[src/rtl/tube_pkg.sv]
// Shared constants and width helpers for the Tube parasite-to-host FIFO.
package tube_pkg;

    // Value presented on the host data bus when the FIFO holds nothing.
    localparam logic [7:0] TUBE_FIFO_FILL = 8'hAA;

    // Pointer width: enough bits to address DEPTH entries, never below 1.
    function automatic int tube_ptr_w(input int depth);
        return (depth <= 2) ? 1 : $clog2(depth);
    endfunction

    // Level width: DEPTH itself must be representable, so count 0..DEPTH.
    function automatic int tube_level_w(input int depth);
        return $clog2(depth + 1);
    endfunction

endpackage

[src/rtl/tube_fifo_ram.sv]
// DEPTH x WIDTH storage: synchronous write, asynchronous read, so the
// array can map onto distributed RAM.
module tube_fifo_ram
    import tube_pkg::*;
#(
    parameter int WIDTH = 8,
    parameter int DEPTH = 16
) (
    input  logic                         clk,
    input  logic                         we,
    input  logic [tube_ptr_w(DEPTH)-1:0] waddr,
    input  logic [WIDTH-1:0]             wdata,
    input  logic [tube_ptr_w(DEPTH)-1:0] raddr,
    output logic [WIDTH-1:0]             rdata
);

    logic [WIDTH-1:0] mem [DEPTH];

    // Write port: one word per enabled cycle.
    // NOTE: the array has no reset so it stays a plain RAM; stale words are
    // never visible because the level gates h_data to the fill value.
    // NOTE: sequential state is updated with <= so every register samples
    // pre-edge values regardless of block ordering.
    always_ff @(posedge clk) begin
        if (we) begin
            mem[waddr] <= wdata;
        end
    end

    // Read port is combinational for zero-latency head-of-queue access.
    assign rdata = mem[raddr];

endmodule

[src/rtl/tube_xfer_fifo.sv]
// Parasite-to-host Tube FIFO: first-word-fall-through read, fill value on
// empty, programmable data-available threshold, level count and flush.
// Optional build macro TUBE_FIFO_ERRFLAGS_EN adds sticky overflow and
// underflow outputs.
module tube_xfer_fifo
    import tube_pkg::*;
#(
    parameter int               WIDTH = 8,
    parameter int               DEPTH = 16,
    parameter logic [WIDTH-1:0] FILL  = WIDTH'(TUBE_FIFO_FILL)
) (
    input  logic                           clk,
    input  logic                           rst,
    input  logic                           flush,
    input  logic                           p_wr_en,
    input  logic [WIDTH-1:0]               p_data,
    input  logic                           h_rd_en,
    input  logic [tube_level_w(DEPTH)-1:0] threshold,
    output logic [WIDTH-1:0]               h_data,
    output logic                           h_data_available,
    output logic                           p_full,
`ifdef TUBE_FIFO_ERRFLAGS_EN
    output logic                           overflow,
    output logic                           underflow,
`endif
    output logic [tube_level_w(DEPTH)-1:0] level
);

    localparam int AW = tube_ptr_w(DEPTH);
    localparam int LW = tube_level_w(DEPTH);

    logic [AW-1:0]    wr_ptr;
    logic [AW-1:0]    rd_ptr;
    logic [LW-1:0]    level_next;
    logic [LW-1:0]    thr_eff;
    logic             empty;
    logic             push_ok;
    logic             pop_ok;
    logic             ram_we;
    logic [WIDTH-1:0] ram_rdata;

    // Status decoded from the registered level only, so a same-cycle pop
    // never makes room for a push while full.
    assign empty   = (level == '0);
    assign p_full  = (level == LW'(DEPTH));
    assign push_ok = p_wr_en && !p_full;
    assign pop_ok  = h_rd_en && !empty;

    // A flushed or reset cycle writes nothing, keeping the RAM quiet.
    assign ram_we  = push_ok && !flush && !rst;

    // Threshold 0 behaves as 1: "any data" is the weakest useful condition.
    assign thr_eff          = (threshold == '0) ? LW'(1) : threshold;
    assign h_data_available = (level >= thr_eff);

    assign h_data = empty ? FILL : ram_rdata;

    tube_fifo_ram #(
        .WIDTH (WIDTH),
        .DEPTH (DEPTH)
    ) u_ram (
        .clk   (clk),
        .we    (ram_we),
        .waddr (wr_ptr),
        .wdata (p_data),
        .raddr (rd_ptr),
        .rdata (ram_rdata)
    );

    // Next occupancy: +1 for an accepted push, -1 for an accepted pop.
    // NOTE: level_next gets a default first so no path leaves it unassigned
    // and no latch is inferred.
    always_comb begin
        level_next = level;
        if (push_ok && !pop_ok) begin
            level_next = level + LW'(1);
        end else if (pop_ok && !push_ok) begin
            level_next = level - LW'(1);
        end
    end

    // Pointer and level registers; reset and flush clear them identically.
    always_ff @(posedge clk) begin
        if (rst || flush) begin
            wr_ptr <= '0;
            rd_ptr <= '0;
            level  <= '0;
        end else begin
            if (push_ok) begin
                wr_ptr <= wr_ptr + AW'(1);
            end
            if (pop_ok) begin
                rd_ptr <= rd_ptr + AW'(1);
            end
            level <= level_next;
        end
    end

`ifdef TUBE_FIFO_ERRFLAGS_EN
    // Sticky error flags: reset or flush clears them, otherwise a dropped
    // push or ignored pop sets them.
    always_ff @(posedge clk) begin
        if (rst || flush) begin
            overflow  <= 1'b0;
            underflow <= 1'b0;
        end else begin
            if (p_wr_en && p_full) begin
                overflow <= 1'b1;
            end
            if (h_rd_en && empty) begin
                underflow <= 1'b1;
            end
        end
    end
`endif

endmodule

[config.mk]
export PLATFORM = sky130hd
export DESIGN_NAME = tube_xfer_fifo
export DESIGN_NICKNAME = d
export VERILOG_FILES = /design/src/rtl/tube_pkg.sv /design/src/rtl/tube_fifo_ram.sv /design/src/rtl/tube_xfer_fifo.sv
export SDC_FILE = /design/constraint.sdc
export NUM_CORES = 1
export LEC_CHECK = 0
export ABC_AREA = 1
export CAP_MARGIN = 20
export CORE_ASPECT_RATIO = 0.7
export CORE_MARGIN = 3
export CORE_UTILIZATION = 40
export DETAILED_ROUTE_END_ITERATION = 8
export GPL_TIMING_DRIVEN = 0
export PLACE_DENSITY_LB_ADDON = 0.12
export SETUP_SLACK_MARGIN = 0.4
export SYNTH_ARGS = -nofsm -noshare
export SYNTH_HDL_FRONTEND = slang
export SYNTH_HIERARCHICAL = 1
export SYNTH_SLANG_ARGS = --single-unit
[constraint.sdc]
create_clock -name clk -period 2.36 [get_ports clk]
set_clock_uncertainty 0.15 [all_clocks]
set_input_delay 0.236 -clock clk [delete_from_list [all_inputs] [get_ports clk]]
set_output_delay 0.236 -clock clk [all_outputs]
set_load 0.05 [all_outputs]
==> results.txt, run 1 <==
Netlist cell types: 26
Finished Core Util: 0.566
Hold Vio Cnt, Final: 0
Routed WL per cell: 17.8 um
CP endpoint kind: primary output
# IOs: 33
gr usage total: 0.200
dpl cell area: 7290 um2
pre-CTS setup slack: -0.409 ns
asr flop ratio synth: 0
Worst-path clk slew: 0.06 ns
Metal-1 WL: 8590 um
WP data arrival: 1.87 ns
Largest stage delay, worst path: 0.41 ns
flops & latches, synth: 141
Avg Cell Area, Syn: 9.57 um2
worst-path cell chain: buf_12, clkbuf_16, nand2_2, nand2_2, nand2_2, nand3_2, nand3_2, nand2_1, nand2_1, inv_1, buf_6
CTS tree: yes
number of global-route vias before repair: 4586
Residual DRC: 0
peak supply drop: 0.504 mV
Slew headroom: 0.445
Post-synth top cells: nand2_1, inv_1, edfxtp_1, nand3_1, nor2_1
share of cells above drive strength 1: 0.274
cell family with most CP delay: buffers and inverters
CP Launch Type: flop
HPWL Detailed: 11900 um
ant diodes: 0
Final WS setup: 0.104 ns
Skew-Pair Late Insertion Delay: 0.41 ns
largest net degree at the start of global routing: 17
leak pwr: 3.82 nW
Multi-input gate area: 2300 um2
antenna violations before repair: 0
Syn. warnings: 6
Final Max Tran Viols: 0
htree depth: 4
mapped cell area: 6610 um2
combinational family with the most area after synthesis: simple AND/OR/NAND/NOR gates
# rows: 38
CTS Hold Bufs: 0
Clk Tree Root Cell: clkbuf_16
area share of the largest cell type after synthesis: 0.581
crit-path most repeated cell: nand2_2
final WL: 18100 um
register area share after synthesis: 0.621
simple-gate share of the synthesized area: 0.234
# port buffers: 32
CP max-delay cell: dfxtp_4
Slew @ Worst Pin: 0.830 ns
post-synthesis mux area share: 0
clock tree sinks: 141
largest cells by area after synthesis: edfxtp_1, nand2_1, nand3_1
Layout area overhead: 35.5%
Final period util: 0.956
first-pass GRT wire length: 26600 um
EDFF count, synth: 128
Iteration-0 DRC Markers: 405
routability congestion estimate: 0.925
die span in y: 114 um
most common cell in the netlist: nand2_1
Min Hold Slack: 0.348 ns
die area: 18100 um2
total iterations of the first detailed-routing run: 5
worst min path class: flop to flop
Critical Path RT: 1.97 ns
Synth Area in Compound Gates: 0.0133
Die X: 160 um
RSZ-0062 raised after global routing: yes
Max clock buf depth: 2
Top Metal Used: met4
post-route antenna net violation count: 0
register area: 4130 um2
metal3 WL: 1520 um
ys flop type: edfxtp_1
vias per inst: 4.91
final setup violation count: 0
Inst Count DP: 943
core area: 15800 um2
Final min period: 2.26 ns
cell area after layout: 8960 um2
outcome: finished, final reports clean
Synth Area in XOR/XNOR: 0.00398
CP max FO: 7
TritonCTS buffer count: 17
Synth Instances: 691
via count: 4997
Mapped Nets: 721
initial core utilization: 0.417
pwr dens: 783 nW/um2
DR WL met2: 7580 um
Post-Synth Adder-Cell Area: 0.0239
Post-Layout Cell Count: 1018
Max-Cap Viols: 0
Max Freq: 443 MHz
fill cell count: 1346
CP Buf/Inv Count: 4
Synth area leader: edfxtp_1
grt total ovfl: 0
NumNets Final: 815
WS Path Type: flop to primary output
## through the flow
stage	total power, mW	setup TNS (ns)
after floorplan	3.69	0
after global placement	4.10	-31.54
after detailed placement	4.12	-37.24
after CTS	6.85	0
after global routing	7.30	0
final	7.02	0
## registers in the layout, summed over array words and instances (netlist names)
register   count
level          5
u_ram/mem    128
rd_ptr         4
wr_ptr         4
## layer usage
| metal | vias to the layer above | track usage |
|---|---|---|
| met5 | - | 0 |
| met4 | 0 | 0.0717 |
| met3 | 30 | 0.0497 |
| met2 | 172 | 0.277 |
| met1 | 2385 | 0.302 |
| li1 | 2410 | - |
## layout by cell type (no fill, tap or decap), types with 6 or more instances in the layout
cell	count
nand3_2	33
buf_6	24
inv_2	6
nor2_1	18
nor2_4	19
edfxtp_1	128
buf_4	27
dlygate4sd2_1	9
buf_12	14
nand2_1	183
clkdlybuf4s50_1	13
dfxtp_4	6
inv_1	121
nand2_2	22
nand3_1	71
buf_8	6
clkbuf_16	21
## kinds of logic (layout without fill, tap and decap cells)
family / Yosys count / after routing
simple gates: 360 / 360
flops: 141 / 141
xor+xnor: 3 / 3
buf+inv: 159 / 266
compound gates: 16 / 16
fa+ha+maj: 12 / 12
## what timing repair did
action	4_1_cts	5_1_grt
pin swaps	17	44
gates resized for setup	172	78
setup endpoints to repair	146	85
cloned	1	4
buffers inserted	28	10
## worst paths after layout
check | endpoint | slack (ns) | startpoint | depth (start not counted)
setup / recovery | h_data[4] | 0.10 | rd_ptr[0]$_SDFFE_PP0P_ | 11
hold / removal | rd_ptr[2]$_SDFFE_PP0P_ | 0.35 | rd_ptr[2]$_SDFFE_PP0P_ | 2
setup reg to reg | level[4]$_SDFFE_PP0P_ | 0.28 | level[2]$_SDFFE_PP0P_ | 13
hold reg to reg | rd_ptr[2]$_SDFFE_PP0P_ | 0.35 | rd_ptr[2]$_SDFFE_PP0P_ | 2
## tightest hold or removal path: cells and delay by family (launching register included)
kind | cells | cell delay, ns
AOI/OAI and AO/OA | 1 | 0.05
DFF | 1 | 0.34
and+or+nand+nor | 1 | 0.07
## power by group
part           total (mW)  switching (mW)  internal (mW)
registers            2.80          0.0416           2.76
logic                1.70           0.999          0.698
clock network        2.52           0.987           1.54
total                7.02            2.03           4.99
## cell type report
type,count,area share
multi-input combinational,391,0.256
clock buffer,19,0.0483
buffer,26,0.0381
sequential,141,0.461
clock inverter,13,0.0140
inverter,133,0.0587
tap,220,0.0307
timing repair buffer,75,0.0930
Power figures use the tool's default switching activity.
==> inputs of run 2 (changes only) <==
--- a/config.mk
+++ b/config.mk
@@ -13,7 +13,7 @@
 export DETAILED_ROUTE_END_ITERATION = 8
 export GPL_TIMING_DRIVEN = 0
 export PLACE_DENSITY_LB_ADDON = 0.12
-export SETUP_SLACK_MARGIN = 0.4
+export SETUP_SLACK_MARGIN = 0.05
 export SYNTH_ARGS = -nofsm -noshare
 export SYNTH_HDL_FRONTEND = slang
 export SYNTH_HIERARCHICAL = 1
==> run 2 against run 1 <==
Via count shrank 1.3%. Flip-flop and latch count is the same. Final cell count shrank 2.8%. Clock power grew 7%. Die area is the same. First-iteration DRC count grew 24%. Power grew 0.46%. Sequential power is essentially flat. Fmax shrank 1.6%. Critical path type unchanged. Critical endpoint is now h_data[6]. Highest routed layer unchanged.
==> results.txt, run 2 (synthesis gave the netlist of run 1 again) <==
outcome: finished, final reports clean (unchanged)
Metal-1 WL: 8670 um (was 8590 um)
Crit Reg-Reg Startpoint: level[0]$_SDFFE_PP0P_ (was level[2]$_SDFFE_PP0P_)
TritonCTS buffer count: 17 (unchanged)
Worst-path clk slew: 0.06 ns (about the same)
Top Metal Used: met4 (unchanged)
post-route antenna net violation count: 0 (unchanged)
Final period util: 0.971 (was 0.956)
# rows: 38 (unchanged)
HPWL Detailed: 12000 um (was 11900 um)
Iteration-0 DRC Markers: 502 (was 405)
Finished Core Util: 0.546 (was 0.566)
vias per inst: 4.98 (was 4.91)
CP max FO: 6 (was 7)
die area: 18100 um2 (unchanged)
metal3 WL: 1670 um (was 1520 um)
clock tree sinks: 141 (unchanged)
WS Path Type: flop to primary output (unchanged)
Layout area overhead: 30.7% (was 35.5%)
Critical Path RT: 1.97 ns (about the same)
Residual DRC: 0 (unchanged)
die span in y: 114 um (unchanged)
NumNets Final: 787 (was 815)
fill cell count: 1360 (was 1346)
Routed WL per cell: 18.6 um (was 17.8 um)
Critical Path Start: rd_ptr[0]$_SDFFE_PP0P_ (unchanged)
grt total ovfl: 0 (unchanged)
Top reg by flops: u_ram/mem (unchanged)
Largest regs: u_ram/mem: 128 flops, level: 5 flops (unchanged)
total iterations of the first detailed-routing run: 5 (unchanged)
leak pwr: 3.70 nW (was 3.82 nW)
largest net degree at the start of global routing: 17 (unchanged)
Max clock buf depth: 2 (unchanged)
via count: 4933 (was 4997)
routability congestion estimate: 0.967 (was 0.925)
gr usage total: 0.200 (about the same)
pwr dens: 816 nW/um2 (was 783 nW/um2)
DR WL met2: 7880 um (was 7580 um)
core area: 15800 um2 (unchanged)
Final Max Tran Viols: 0 (unchanged)
htree depth: 4 (unchanged)
max FFs per register: 128 (unchanged)
first-pass GRT wire length: 26500 um (was 26600 um)
Max-Cap Viols: 0 (unchanged)
# port buffers: 32 (unchanged)
worst min path class: flop to flop (unchanged)
initial core utilization: 0.417 (unchanged)
reg2reg end: u_ram/mem[6][4]$_DFFE_PP_ (was level[4]$_SDFFE_PP0P_)
Skew-Pair Late Insertion Delay: 0.42 ns (was 0.41 ns)
crit path to: h_data[6] (was h_data[4])
number of global-route vias before repair: 4531 (was 4586)
Slew @ Worst Pin: 0.822 ns (was 0.830 ns)
# IOs: 33 (unchanged)
Final min period: 2.29 ns (was 2.26 ns)
Hold Vio Cnt, Final: 0 (unchanged)
RSZ-0062 raised after global routing: yes (unchanged)
CP Launch Type: flop (unchanged)
CTS Hold Bufs: 0 (unchanged)
Clk Tree Root Cell: clkbuf_16 (unchanged)
R2R cell count: 6 (was 13)
peak supply drop: 0.434 mV (was 0.504 mV)
antenna violations before repair: 0 (unchanged)
ant diodes: 0 (unchanged)
final WL: 18400 um (was 18100 um)
final setup violation count: 0 (unchanged)
most common cell after layout, fill and taps aside: nand2_1 (unchanged)
Max Freq: 436 MHz (was 443 MHz)
Power Total: 7.05 mW (was 7.02 mW)
WP data arrival: 1.91 ns (was 1.87 ns)
most frequent cells in the layout: nand2_1, edfxtp_1, inv_1 (unchanged)
CP endpoint kind: primary output (unchanged)
setup slack, reg-to-reg: 0.11 ns (was 0.28 ns)
Slew headroom: 0.450 (was 0.445)
share of cells above drive strength 1: 0.255 (was 0.274)
Die X: 160 um (unchanged)
CTS tree: yes (unchanged)
[run 2: cell count changes in the layout (fill, tap and decap cells not counted), sizes merged]
cell / previous run / this run
dlygate4sd2: 9 / 1
clkbuf: 24 / 26
clkdlybuf4s50: 13 / 22
clkinv: 7 / 5
buf: 74 / 42
inv: 132 / 134
bufinv: 2 / 3
[run 2: where the power goes]
group	internal [mW]	total, mW	switching (mW)	leakage [nW]
Clock	1.66	2.70	1.04	0.280
Combinational	0.595	1.54	0.949	2.16
Sequential	2.76	2.81	0.0507	1.26
Total	5.01	7.05	2.04	3.70
[run 2: worst max-delay path, stage by stage (launching register included)]
cell,delay (ns)
dfxtp_4,0.45
clkbuf_16,0.20
clkbuf_16,0.15
nand2_1,0.07
nand3_2,0.09
nand3_2,0.10
nand3_1,0.09
nand2_1,0.07
nand2_2,0.08
inv_2,0.04
buf_8,0.14
[run 2: worst min path at each step]
| stage | startpoint | cells past startpoint | to | slack, ns |
|---|---|---|---|---|
| 2_1_floorplan | p_data[0] | 0 | u_ram/mem[0][0]$_DFFE_PP_ | 0.18 |
| 3_3_place_gp | rd_ptr[2]$_SDFFE_PP0P_ | 2 | rd_ptr[2]$_SDFFE_PP0P_ | 0.34 |
| 3_5_place_dp | rd_ptr[2]$_SDFFE_PP0P_ | 2 | rd_ptr[2]$_SDFFE_PP0P_ | 0.35 |
| 4_1_cts | p_wr_en | 3 | wr_ptr[2]$_SDFFE_PP0P_ | 0.35 |
| 5_1_grt | rd_ptr[2]$_SDFFE_PP0P_ | 2 | rd_ptr[2]$_SDFFE_PP0P_ | 0.36 |
| 6_report | rd_ptr[2]$_SDFFE_PP0P_ | 2 | rd_ptr[2]$_SDFFE_PP0P_ | 0.34 |
[run 2: metal layers]
layer	vias to the layer above	GRT usage
li1	2355	-
met1	2347	0.303
met2	217	0.286
met3	14	0.0465
met4	0	0.0577
met5	-	0
[run 2: what timing repair did]
item,CTS,global route
pin swaps,1,30
gates resized for setup,102,128
buffers inserted,2,7
setup endpoints to repair,108,139
gates cloned,0,6
endpoints found under the hold margin,0,0
[run 2: cell type report]
class	count	area, um2	share of cell area
well taps	220	275	0.0319
inverters	133	513	0.0594
repair buffers	47	572	0.0662
plain buffers	26	355	0.0411
clock buffers	18	429	0.0497
multi-input cells	391	2210	0.255
clock inverters	14	169	0.0195
flip-flops and latches	141	4120	0.477
[run 2: stage by stage]
step,setup WS (ns),hold slack [ns],instances,TNS (ns),area (um2)
floorplan,0.0625,0.185,691,0,6620
global placement,-0.402,0.345,943,-33.09,7210
detailed placement,-0.448,0.347,943,-38.65,7210
CTS,0.0221,0.346,977,0,7960
global route,-0.0489,0.363,990,-0.378,8640
finish,0.0676,0.341,990,0,8640
==> inputs of run 3 (changes only) <==
--- a/config.mk
+++ b/config.mk
@@ -7,6 +7,8 @@
 export LEC_CHECK = 0
 export ABC_AREA = 1
 export CAP_MARGIN = 20
+export CELL_PAD_IN_SITES_DETAIL_PLACEMENT = 0
+export CELL_PAD_IN_SITES_GLOBAL_PLACEMENT = 1
 export CORE_ASPECT_RATIO = 0.7
 export CORE_MARGIN = 3
 export CORE_UTILIZATION = 40
==> run 3 against run 2 <==
Final area decreased by 5.0%. Register-to-register slack got worse by 0.06 ns. Die area unchanged. Fmax decreased by 0.74%. Flip-flop and latch count unchanged. Sequential share of layout area increased by 2.5 points. Clock power about the same.
==> results.txt, run 3 (synthesis gave the netlist of run 1 again) <==
outcome: finished, final reports clean (unchanged)
worst-path cell chain: nor2_4, nand3_4, nand2_4, nor2_1, nand3b_1, nor2_2 (was clkbuf_16, clkbuf_16, nand2_1, nand3_2, nand3_2, nand3_1, nand2_1, nand2_2, inv_2, buf_8)
Hold Vio Cnt, Final: 0 (unchanged)
antenna violations before repair: 0 (unchanged)
Residual DRC: 0 (unchanged)
CTS Hold Bufs: 0 (unchanged)
most frequent cells in the layout: nand2_1, edfxtp_1, inv_1 (unchanged)
via count: 4764 (was 4933)
WP data arrival: 2.21 ns (was 1.91 ns)
Final min period: 2.31 ns (was 2.29 ns)
Iteration-0 DRC Markers: 378 (was 502)
TritonCTS buffer count: 17 (unchanged)
share of cells above drive strength 1: 0.176 (was 0.255)
leak pwr: 3.54 nW (was 3.70 nW)
Routed WL per cell: 18.1 um (was 18.6 um)
initial core utilization: 0.417 (unchanged)
htree depth: 4 (unchanged)
Clk Tree Root Cell: clkbuf_16 (unchanged)
Critical Path RT: 2.26 ns (was 1.97 ns)
WS Path Type: flop to flop (was flop to primary output)
CP max-delay cell: nor2_2 (was dfxtp_4)
Max Freq: 433 MHz (was 436 MHz)
die span in y: 114 um (unchanged)
Die X: 160 um (unchanged)
total iterations of the first detailed-routing run: 5 (unchanged)
M3 GR Usage: 0.0403 (was 0.0465)
first-pass GRT wire length: 27200 um (was 26500 um)
most common cell after layout, fill and taps aside: nand2_1 (unchanged)
NumNets Final: 777 (was 787)
worst min path class: flop to flop (unchanged)
core area: 15800 um2 (unchanged)
Final period util: 0.979 (was 0.971)
Max clock buf depth: 2 (unchanged)
Power Total: 6.85 mW (was 7.05 mW)
# port buffers: 32 (unchanged)
die area: 18100 um2 (unchanged)
Internal: 4.90 mW (was 5.01 mW)
Final Max Tran Viols: 0 (unchanged)
grt total ovfl: 0 (unchanged)
RSZ-0062 raised after global routing: yes (unchanged)
post-route antenna net violation count: 0 (unchanged)
setup TNS: 0 ns (unchanged)
CP max FO: 8 (was 6)
Largest stage delay, worst path: 0.60 ns (was 0.45 ns)
Worst-path clk slew: 0.06 ns (about the same)
Reg power frac: 0.409 (was 0.398)
final WL: 17800 um (was 18400 um)
HPWL Detailed: 12300 um (was 12000 um)
Layout area overhead: 24.2% (was 30.7%)
Slew @ Worst Pin: 0.829 ns (was 0.822 ns)
Clock Power Share: 0.391 (was 0.383)
Top reg by flops: u_ram/mem (unchanged)
gr usage total: 0.206 (was 0.200)
max FFs per register: 128 (unchanged)
number of global-route vias before repair: 4476 (was 4531)
met1 GRT Util: 0.325 (was 0.303)
CP endpoint kind: flop (was primary output)
GRT Max-Usage Layer: met1 (unchanged)
Hold Crit Depth: 2 (unchanged)
Skew-Pair Late Insertion Delay: 0.41 ns (was 0.42 ns)
Min Hold Slack: 0.349 ns (was 0.341 ns)
R2R cell count: 6 (unchanged)
final setup violation count: 0 (unchanged)
Slew headroom: 0.446 (was 0.450)
CTS tree: yes (unchanged)
Largest regs: u_ram/mem: 128 flops, level: 5 flops (unchanged)
CP Launch Type: flop (unchanged)
peak supply drop: 0.437 mV (was 0.434 mV)
switch share: 0.285 (was 0.289)
# rows: 38 (unchanged)
pwr dens: 835 nW/um2 (was 816 nW/um2)
NetSw: 1.96 mW (was 2.04 mW)
met2 GRT Util: 0.290 (was 0.286)
# IOs: 33 (unchanged)
routability congestion estimate: 0.875 (was 0.967)
clock tree sinks: 141 (unchanged)
Max-Cap Viols: 0 (unchanged)
Finished Core Util: 0.518 (was 0.546)
vias per inst: 4.86 (was 4.98)
largest net degree at the start of global routing: 17 (unchanged)
Comb power frac: 0.199 (was 0.219)
[run 3: changes by cell type in the layout (fill, tap and decap cells not counted), moves of 3 or more]
cell and delta:
nand3_1 +32, nand3_2 -31, nand2_1 +19, nand2_2 -19
buf_8 -10, buf_6 +9, nor2_2 -8, nor2_4 +8
clkbuf_16 -6, buf_12 -4, buf_4 +3, inv_1 +3
inv_2 -3
[run 3: power groups by stage]
stage	Sequential, mW	Combinational, mW	Clock, mW
2_1_floorplan	2.88	0.749	0
3_3_place_gp	2.84	1.21	0
3_5_place_dp	2.85	1.22	0
4_1_cts	2.80	1.28	2.73
5_1_grt	2.81	1.49	2.86
6_report	2.80	1.37	2.68
[run 3: final timing paths]
kind / from / to / slack, ns
max reg2reg: level[0]$_SDFFE_PP0P_ / u_ram/mem[7][6]$_DFFE_PP_ / 0.05
min: rd_ptr[2]$_SDFFE_PP0P_ / rd_ptr[2]$_SDFFE_PP0P_ / 0.35
min reg2reg: rd_ptr[2]$_SDFFE_PP0P_ / rd_ptr[2]$_SDFFE_PP0P_ / 0.35
max: level[0]$_SDFFE_PP0P_ / u_ram/mem[7][6]$_DFFE_PP_ / 0.05
[run 3: metrics by stage]
stage / setup WS, ns / cell area [um2] / instances
6_report: 0.0505 / 8210 / 981
3_5_place_dp: -0.512 / 7210 / 943
5_1_grt: -0.0510 / 8200 / 980
3_3_place_gp: -0.428 / 7210 / 943
4_1_cts: -0.0500 / 7990 / 978
2_1_floorplan: 0.0625 / 6620 / 691
[run 3: critical path, delay by kind of cell (launching register included)]
family / cells / cell delay [ns]
DFF: 1 / 0.43
and+or+nand+nor: 6 / 1.35
[run 3: metal layers]
| metal | up-vias | share of wire |
|---|---|---|
| met5 | - | 0 |
| met1 | 2254 | 0.50 |
| li1 | 2330 | - |
| met3 | 15 | 0.071 |
| met4 | 0 | 0.011 |
| met2 | 165 | 0.42 |
[run 3: layout make-up]
type / instances / area [um2]
fillers: 1419 / 7630
flip-flops and latches: 141 / 4120
multi-input cells: 391 / 2040
inverters: 133 / 513
clock buffers: 18 / 429
repair buffers: 37 / 365
plain buffers: 26 / 290
well taps: 220 / 275
clock inverters: 14 / 169
diodes: 1 / 2.50
[run 3: timing repair]
action | CTS | global route
setup buffers | 3 | 2
gates cloned | 0 | 0
endpoints found under the setup margin | 108 | 99
hold endpoints to repair | 0 | 0
pin swaps | 2 | 3
resized for setup | 109 | 51
